### src/rtl/pipeline_ctrl.sv
// rtl/pipeline_ctrl.sv - hazard/stall controller for the 5-stage pipeline
// Drives PC and stage-register write enables, NOP bubble strobes and a stall counter.
module pipeline_ctrl #(
    parameter int MUL_CYCLES  = 4,
    parameter int DIV_CYCLES  = 32,
    parameter int MEM_TIMEOUT = 255
) (
    input  logic        clk,
    input  logic        reset_n,
    input  logic [4:0]  i_fd_rs,
    input  logic [4:0]  i_fd_rt,
    input  logic        i_fd_uses_rs,
    input  logic        i_fd_uses_rt,
    input  logic        i_de_mem_read,
    input  logic [4:0]  i_de_dst_reg,
    input  logic        i_de_muldiv_start,
    input  logic        i_de_muldiv_is_div,
    input  logic        i_em_mem_req,
    input  logic        i_mem_ack,
    input  logic        i_em_redirect,
    input  logic        i_imem_ready,
    output logic        o_pc_wren,
    output logic        o_fd_wren,
    output logic        o_de_wren,
    output logic        o_em_wren,
    output logic        o_mw_wren,
    output logic        o_fd_bubble,
    output logic        o_de_bubble,
    output logic        o_em_bubble,
    output logic        o_mw_bubble,
    output logic        o_muldiv_busy,
    output logic        o_muldiv_done,
    output logic        o_mem_error,
    output logic [31:0] o_stall_cnt
);

    localparam int MD_MAX = (MUL_CYCLES > DIV_CYCLES) ? MUL_CYCLES : DIV_CYCLES;
    localparam int MDW    = $clog2(MD_MAX + 1);
    localparam int MCW    = $clog2(MEM_TIMEOUT + 1);

    localparam logic [MDW-1:0] MD_MUL_LOAD = MDW'(MUL_CYCLES - 1);
    localparam logic [MDW-1:0] MD_DIV_LOAD = MDW'(DIV_CYCLES - 1);
    localparam logic [MCW-1:0] MEM_LIMIT   = MCW'(MEM_TIMEOUT);

    typedef enum logic [1:0] {
        S_RUN      = 2'd0,
        S_MD_BUSY  = 2'd1,
        S_MEM_WAIT = 2'd2
    } state_t;

    state_t          r_state;
    logic [MDW-1:0]  r_md_cnt;
    logic [MCW-1:0]  r_mem_cnt;
    logic            r_mem_error;
    logic [31:0]     r_stall_cnt;

    logic w_mem_stall;
    logic w_load_use;
    logic w_rs_hit;
    logic w_rt_hit;
    logic w_mem_timeout;
    logic w_mem_release;

    logic w_pc_wren;
    logic w_fd_wren;
    logic w_de_wren;
    logic w_em_wren;
    logic w_mw_wren;
    logic w_fd_bubble;
    logic w_de_bubble;
    logic w_em_bubble;
    logic w_mw_bubble;
    logic w_muldiv_busy;
    logic w_muldiv_done;

    assign w_mem_stall   = i_em_mem_req & ~i_mem_ack;
    assign w_rs_hit      = i_fd_uses_rs & (i_fd_rs == i_de_dst_reg);
    assign w_rt_hit      = i_fd_uses_rt & (i_fd_rt == i_de_dst_reg);
    assign w_load_use    = i_de_mem_read & (i_de_dst_reg != 5'd0) & (w_rs_hit | w_rt_hit);
    // An ack arriving on the timeout cycle counts as a normal completion.
    assign w_mem_timeout = ~i_mem_ack & (r_mem_cnt == MEM_LIMIT);
    assign w_mem_release = i_mem_ack | (r_mem_cnt == MEM_LIMIT);

    always_comb begin
        w_pc_wren     = 1'b1;
        w_fd_wren     = 1'b1;
        w_de_wren     = 1'b1;
        w_em_wren     = 1'b1;
        w_mw_wren     = 1'b1;
        w_fd_bubble   = 1'b0;
        w_de_bubble   = 1'b0;
        w_em_bubble   = 1'b0;
        w_mw_bubble   = 1'b0;
        w_muldiv_busy = 1'b0;
        w_muldiv_done = 1'b0;
        if (!reset_n) begin
            w_pc_wren = 1'b0;
            w_fd_wren = 1'b0;
            w_de_wren = 1'b0;
            w_em_wren = 1'b0;
            w_mw_wren = 1'b0;
        end else begin
            case (r_state)
                S_RUN: begin
                    // Priority: oldest stage first, so MEM events mask younger ID/EX events.
                    if (w_mem_stall) begin
                        w_pc_wren   = 1'b0;
                        w_fd_wren   = 1'b0;
                        w_de_wren   = 1'b0;
                        w_em_wren   = 1'b0;
                        w_mw_bubble = 1'b1;
                    end else if (i_em_redirect) begin
                        w_fd_bubble = 1'b1;
                        w_de_bubble = 1'b1;
                        w_em_bubble = 1'b1;
                    end else if (i_de_muldiv_start) begin
                        w_pc_wren   = 1'b0;
                        w_fd_wren   = 1'b0;
                        w_de_wren   = 1'b0;
                        w_em_bubble = 1'b1;
                    end else if (w_load_use) begin
                        w_pc_wren   = 1'b0;
                        w_fd_wren   = 1'b0;
                        w_de_bubble = 1'b1;
                    end else if (!i_imem_ready) begin
                        w_pc_wren   = 1'b0;
                        w_fd_bubble = 1'b1;
                    end
                end
                S_MD_BUSY: begin
                    w_muldiv_busy = 1'b1;
                    if (r_md_cnt != '0) begin
                        w_pc_wren   = 1'b0;
                        w_fd_wren   = 1'b0;
                        w_de_wren   = 1'b0;
                        w_em_bubble = 1'b1;
                    end else begin
                        w_muldiv_done = 1'b1;
                    end
                end
                S_MEM_WAIT: begin
                    if (!w_mem_release) begin
                        w_pc_wren   = 1'b0;
                        w_fd_wren   = 1'b0;
                        w_de_wren   = 1'b0;
                        w_em_wren   = 1'b0;
                        w_mw_bubble = 1'b1;
                    end
                end
                default: begin
                end
            endcase
        end
    end

    always_ff @(posedge clk) begin
        if (!reset_n) begin
            r_state     <= S_RUN;
            r_md_cnt    <= '0;
            r_mem_cnt   <= '0;
            r_mem_error <= 1'b0;
            r_stall_cnt <= 32'd0;
        end else begin
            if (!w_pc_wren) begin
                r_stall_cnt <= r_stall_cnt + 32'd1;
            end
            case (r_state)
                S_RUN: begin
                    if (w_mem_stall) begin
                        r_state   <= S_MEM_WAIT;
                        r_mem_cnt <= MCW'(1);
                    end else if (!i_em_redirect && i_de_muldiv_start) begin
                        r_state  <= S_MD_BUSY;
                        r_md_cnt <= i_de_muldiv_is_div ? MD_DIV_LOAD : MD_MUL_LOAD;
                    end
                end
                S_MD_BUSY: begin
                    if (r_md_cnt == '0) begin
                        r_state <= S_RUN;
                    end else begin
                        r_md_cnt <= r_md_cnt - MDW'(1);
                    end
                end
                S_MEM_WAIT: begin
                    if (w_mem_release) begin
                        r_state   <= S_RUN;
                        r_mem_cnt <= '0;
                        if (w_mem_timeout) begin
                            r_mem_error <= 1'b1;
                        end
                    end else begin
                        r_mem_cnt <= r_mem_cnt + MCW'(1);
                    end
                end
                default: begin
                    r_state <= S_RUN;
                end
            endcase
        end
    end

    assign o_pc_wren     = w_pc_wren;
    assign o_fd_wren     = w_fd_wren;
    assign o_de_wren     = w_de_wren;
    assign o_em_wren     = w_em_wren;
    assign o_mw_wren     = w_mw_wren;
    assign o_fd_bubble   = w_fd_bubble;
    assign o_de_bubble   = w_de_bubble;
    assign o_em_bubble   = w_em_bubble;
    assign o_mw_bubble   = w_mw_bubble;
    assign o_muldiv_busy = w_muldiv_busy;
    assign o_muldiv_done = w_muldiv_done;
    assign o_mem_error   = r_mem_error;
    assign o_stall_cnt   = r_stall_cnt;

endmodule

### config.mk
export PLATFORM = sky130hd
export DESIGN_NAME = pipeline_ctrl
export DESIGN_NICKNAME = d
export VERILOG_FILES = /design/src/rtl/pipeline_ctrl.sv
export SDC_FILE = /design/constraint.sdc
export NUM_CORES = 1
export LEC_CHECK = 0
export CAP_MARGIN = 40
export CORE_ASPECT_RATIO = 2
export CORE_MARGIN = 5
export CORE_UTILIZATION = 49
export DETAILED_ROUTE_END_ITERATION = 16
export PLACE_DENSITY_LB_ADDON = 0.08
export SLEW_MARGIN = 10
export SYNTH_ARGS = -nofsm -noshare
export SYNTH_HDL_FRONTEND = slang
export SYNTH_SLANG_ARGS = --single-unit
### constraint.sdc
create_clock -name clk -period 4.3 [get_ports clk]
set_input_delay 1.29 -clock clk [delete_from_list [all_inputs] [get_ports clk]]
set_output_delay 1.29 -clock clk [all_outputs]
set_load 0.02 [all_outputs]
==> PnR_summary.wiki <==
{| class="wikitable"
! Metric !! Value
|-
| Wire length of the first global-routing pass || 11700 um
|-
| Synthesized area per cell || 7.98 um2
|-
| Data arrival time at the worst-slack endpoint || 2890 ps
|-
| Post-Place Worst Slack || -545 ps
|-
| Flops & latches, synth || 49
|-
| Portion of the clock cycle consumed by the worst path in the final layout || 97.1%
|-
| Kind of start point of the critical path || input pin
|-
| Hold-fix buffers at CTS || 0
|-
| Vias in the first global route || 2637
|-
| Area growth syn-to-layout || 39.7%
|-
| Async set-or-reset flop fraction in the synthesized netlist || 0%
|-
| Fraction of final layout cells sized beyond drive strength 1 || 12.8%
|-
| Highest clock frequency the design can meet || 239 MHz
|-
| Half-perimeter wire length of the detailed placement result || 5300 um
|-
| Total instance count after detailed placement || 461
|-
| Clock buffer depth || 2
|-
| Clock period minus final worst setup slack || 4180 ps
|-
| Cell at the root of the clock tree || clkbuf_8
|-
| DRC Markers || 0
|-
| Pwr Density || around 300 nW/um2
|-
| Aggregate global routing overflow || 0
|-
| CTS tree || built
|-
| Type of the worst setup path || input pin to primary output
|-
| Proportion of synthesized chip area in sequential cells || 37.2%
|-
| Count of port buffers added during placement || 69
|-
| Later-pin clock latency in the skew report || 310 ps
|-
| Post-route setup slack || between 100 and 150 ps
|-
| DIE HEIGHT || 114 um
|-
| Clock Sink Count || 49
|-
| Class of the tightest hold or removal check || flop to flop
|-
| Worst voltage drop across the vdd grid || 0.346 mV
|-
| Total via count after detailed routing || 2627
|-
| Post-Synthesis Cell Area || 2630 um2
|-
| Maximum fanout encountered on the critical timing path || 2
|-
| Antenna Violating Nets Remaining || 0
|-
| Final Core Density || a little under three quarters
|-
| Per-cell via count in the routed design || 5.58
|-
| Die ar. || 7030 um2
|-
| Maximum Capacitance Violations || 0
|-
| Number of enable flip-flop cells after synthesis || 0
|-
| Outcome || completed
|-
| Synth warn || 0
|-
| Met3 GRT Util || 2.94%
|-
| Number of nets in the layout || 441
|-
| Gate count of the mapped netlist || 330
|-
| Total routed wirelength || 6860 um
|-
| Number of placement rows || 37
|-
| Final hold viol count || 0
|-
| Number of unique standard cell types used by synthesis || 47
|-
| Worst reg-to-reg setup slack || 1750 ps
|-
| Transition time at the pin with the least slew margin || approximately 750 ps
|-
| Number of endpoints failing setup at the final stage || 0
|-
| Die Span X || 61.8 um
|-
| Antenna cell count || 0
|-
| Global-route usage over all layers || 21.3%
|-
| Met2 track demand over resource in global routing || 39.0%
|-
| Crit path capture type || primary output
|-
| Post-placement cell area || 3460 um2
|-
| Count of non-filler cells in the finished layout || 471
|-
| Post-synth net total || 359
|-
| Post-route cell area || 3680 um2
|-
| Pin count of the biggest net entering global routing || 34
|-
| Leakage power of the design || between 1 and 1.5 nW
|-
| Number of buffers created by CTS || 5
|-
| Required time at the worst-slack endpoint || 3010 ps
|-
| Number of slew-limit violations in the final report || 0
|-
| Commonest non-fill, non-tap cells in the layout || 55 x clkdlybuf4s50_1, 51 x nor2_1, 49 x dfxtp_1, 35 x xnor2_1, 22 x nand2_1
|-
| Global routing met1 resource utilization || between 20% and 30%
|-
| Area of the core region || 5180 um2
|-
| WL/cell || roughly 15 um
|-
| Grt peak-use layer || met2
|-
| Unrepaired setup endpoints after global routing || false
|-
| Most common cell after layout, fill and taps aside || clkdlybuf4s50_1
|-
| Worst-path clk slew || 90 ps
|-
| Number of detailed-routing iterations run before antenna repair || 4
|-
| Top_reg_cell synth || dfxtp_1
|-
| Tightest slew margin relative to the limit || around half
|-
| Top-level I/O count || 70
|-
| Htree depth || 2
|-
| Initial core utilization || between 50% and 60%
|-
| Number of antenna violations at the first check in global routing || 0
|-
| Gp weighted congestion || a little over 0.8
|-
| DRC violation total after the first TritonRoute iteration || approximately 160
|-
| Setup Skew || roughly 15 ps
|}
synthesized netlist by cell type (4+ instances only):
cell type,number,area [um2]
nor4b_1,6,52.6
o21ai_0,17,85.1
xor2_1,4,35.0
dfxtp_1,49,981
inv_1,16,60.1
nor4_1,11,68.8
nand4_1,8,50.1
and4_1,4,35.0
a21oi_1,16,80.1
clkbuf_1,12,45.0
nand2_1,22,82.6
nand3_1,18,90.1
xnor2_1,36,315
nor3_1,12,60.1
nor2_1,51,191
cell type report:
type                    count  area, um2
clock buffers               5       68.8
clock inverters             3       68.8
inverters                  17       63.8
well taps                  58       72.6
flip-flops and latches     49        981
fillers                   454       1510
multi-input cells         249       1560
repair buffers             90        870
logic make-up (layout without fill, tap and decap cells):
group | Yosys count | in the layout | share of synthesized area, %
AND/OR/NAND/NOR | 155 | 155 | 30.5
buffers and inverters | 32 | 115 | 5.27
XOR/XNOR | 40 | 40 | 13.3
flip-flops | 49 | 49 | 37.2
adder cells (fa/ha/maj) | 3 | 3 | 1.43
AO/OA/AOI/OAI | 51 | 51 | 12.3
registers in the layout, indices dropped and copies added, names as in the netlist:
name,count
o_stall_cnt,32
r_mem_cnt,8
r_md_cnt,6
r_state,2
o_mem_error,1
through the flow:
| stage | hold WS [ps] | total power [W] | TNS, ps |
|---|---|---|---|
| final | 491 | 0.00107 | 0 |
| after global routing | 521 | 0.00113 | 0 |
| after CTS | 493 | 0.00108 | -178 |
| after detailed placement | 464 | 0.000684 | -2490 |
| after global placement | 467 | 0.000680 | -2430 |
| after floorplan | 451 | 0.000593 | 0 |
repair_timing:
action / 4_1_cts / 5_1_grt
setup endpoints to repair: 6 / 8
buffers inserted: 0 / 2
gates resized for setup: 23 / 21
pin swaps: 0 / 7
final timing paths:
| path | start | endpoint | depth (start not counted) |
|---|---|---|---|
| min | r_md_cnt[4] | r_md_cnt[4] | 2 |
| max | i_fd_rs[1] | o_pc_wren | 9 |
| min reg2reg | r_md_cnt[4] | r_md_cnt[4] | 2 |
| max reg2reg | r_md_cnt[0] | o_stall_cnt[24] | 10 |
routing by layer:
metal,vias up,routed length (um),part of all wire [%]
li1,1309,-,-
met1,1244,2460,36
met2,57,3930,57
met3,17,242,3.5
met4,0,234,3.4
met5,-,0,0
critical path, cell delays in order:
cell             delay, ps
clkdlybuf4s50_1        480
xnor2_1                130
nand4_1                110
o22ai_1                160
buf_4                  150
buf_12                  90
o41ai_4                 60
or2_4                  290
buf_6                  140
power breakdown:
| group | switching, W | internal (W) | leakage (nW) |
|---|---|---|---|
| clock network | 0.000163 | 0.000234 | 0.0687 |
| logic | 0.000101 | 0.0000916 | 0.923 |
| registers | 0.0000162 | 0.000468 | 0.397 |
| total | 0.000280 | 0.000793 | 1.39 |
Note: power is estimated with default switching activity, not from simulation.
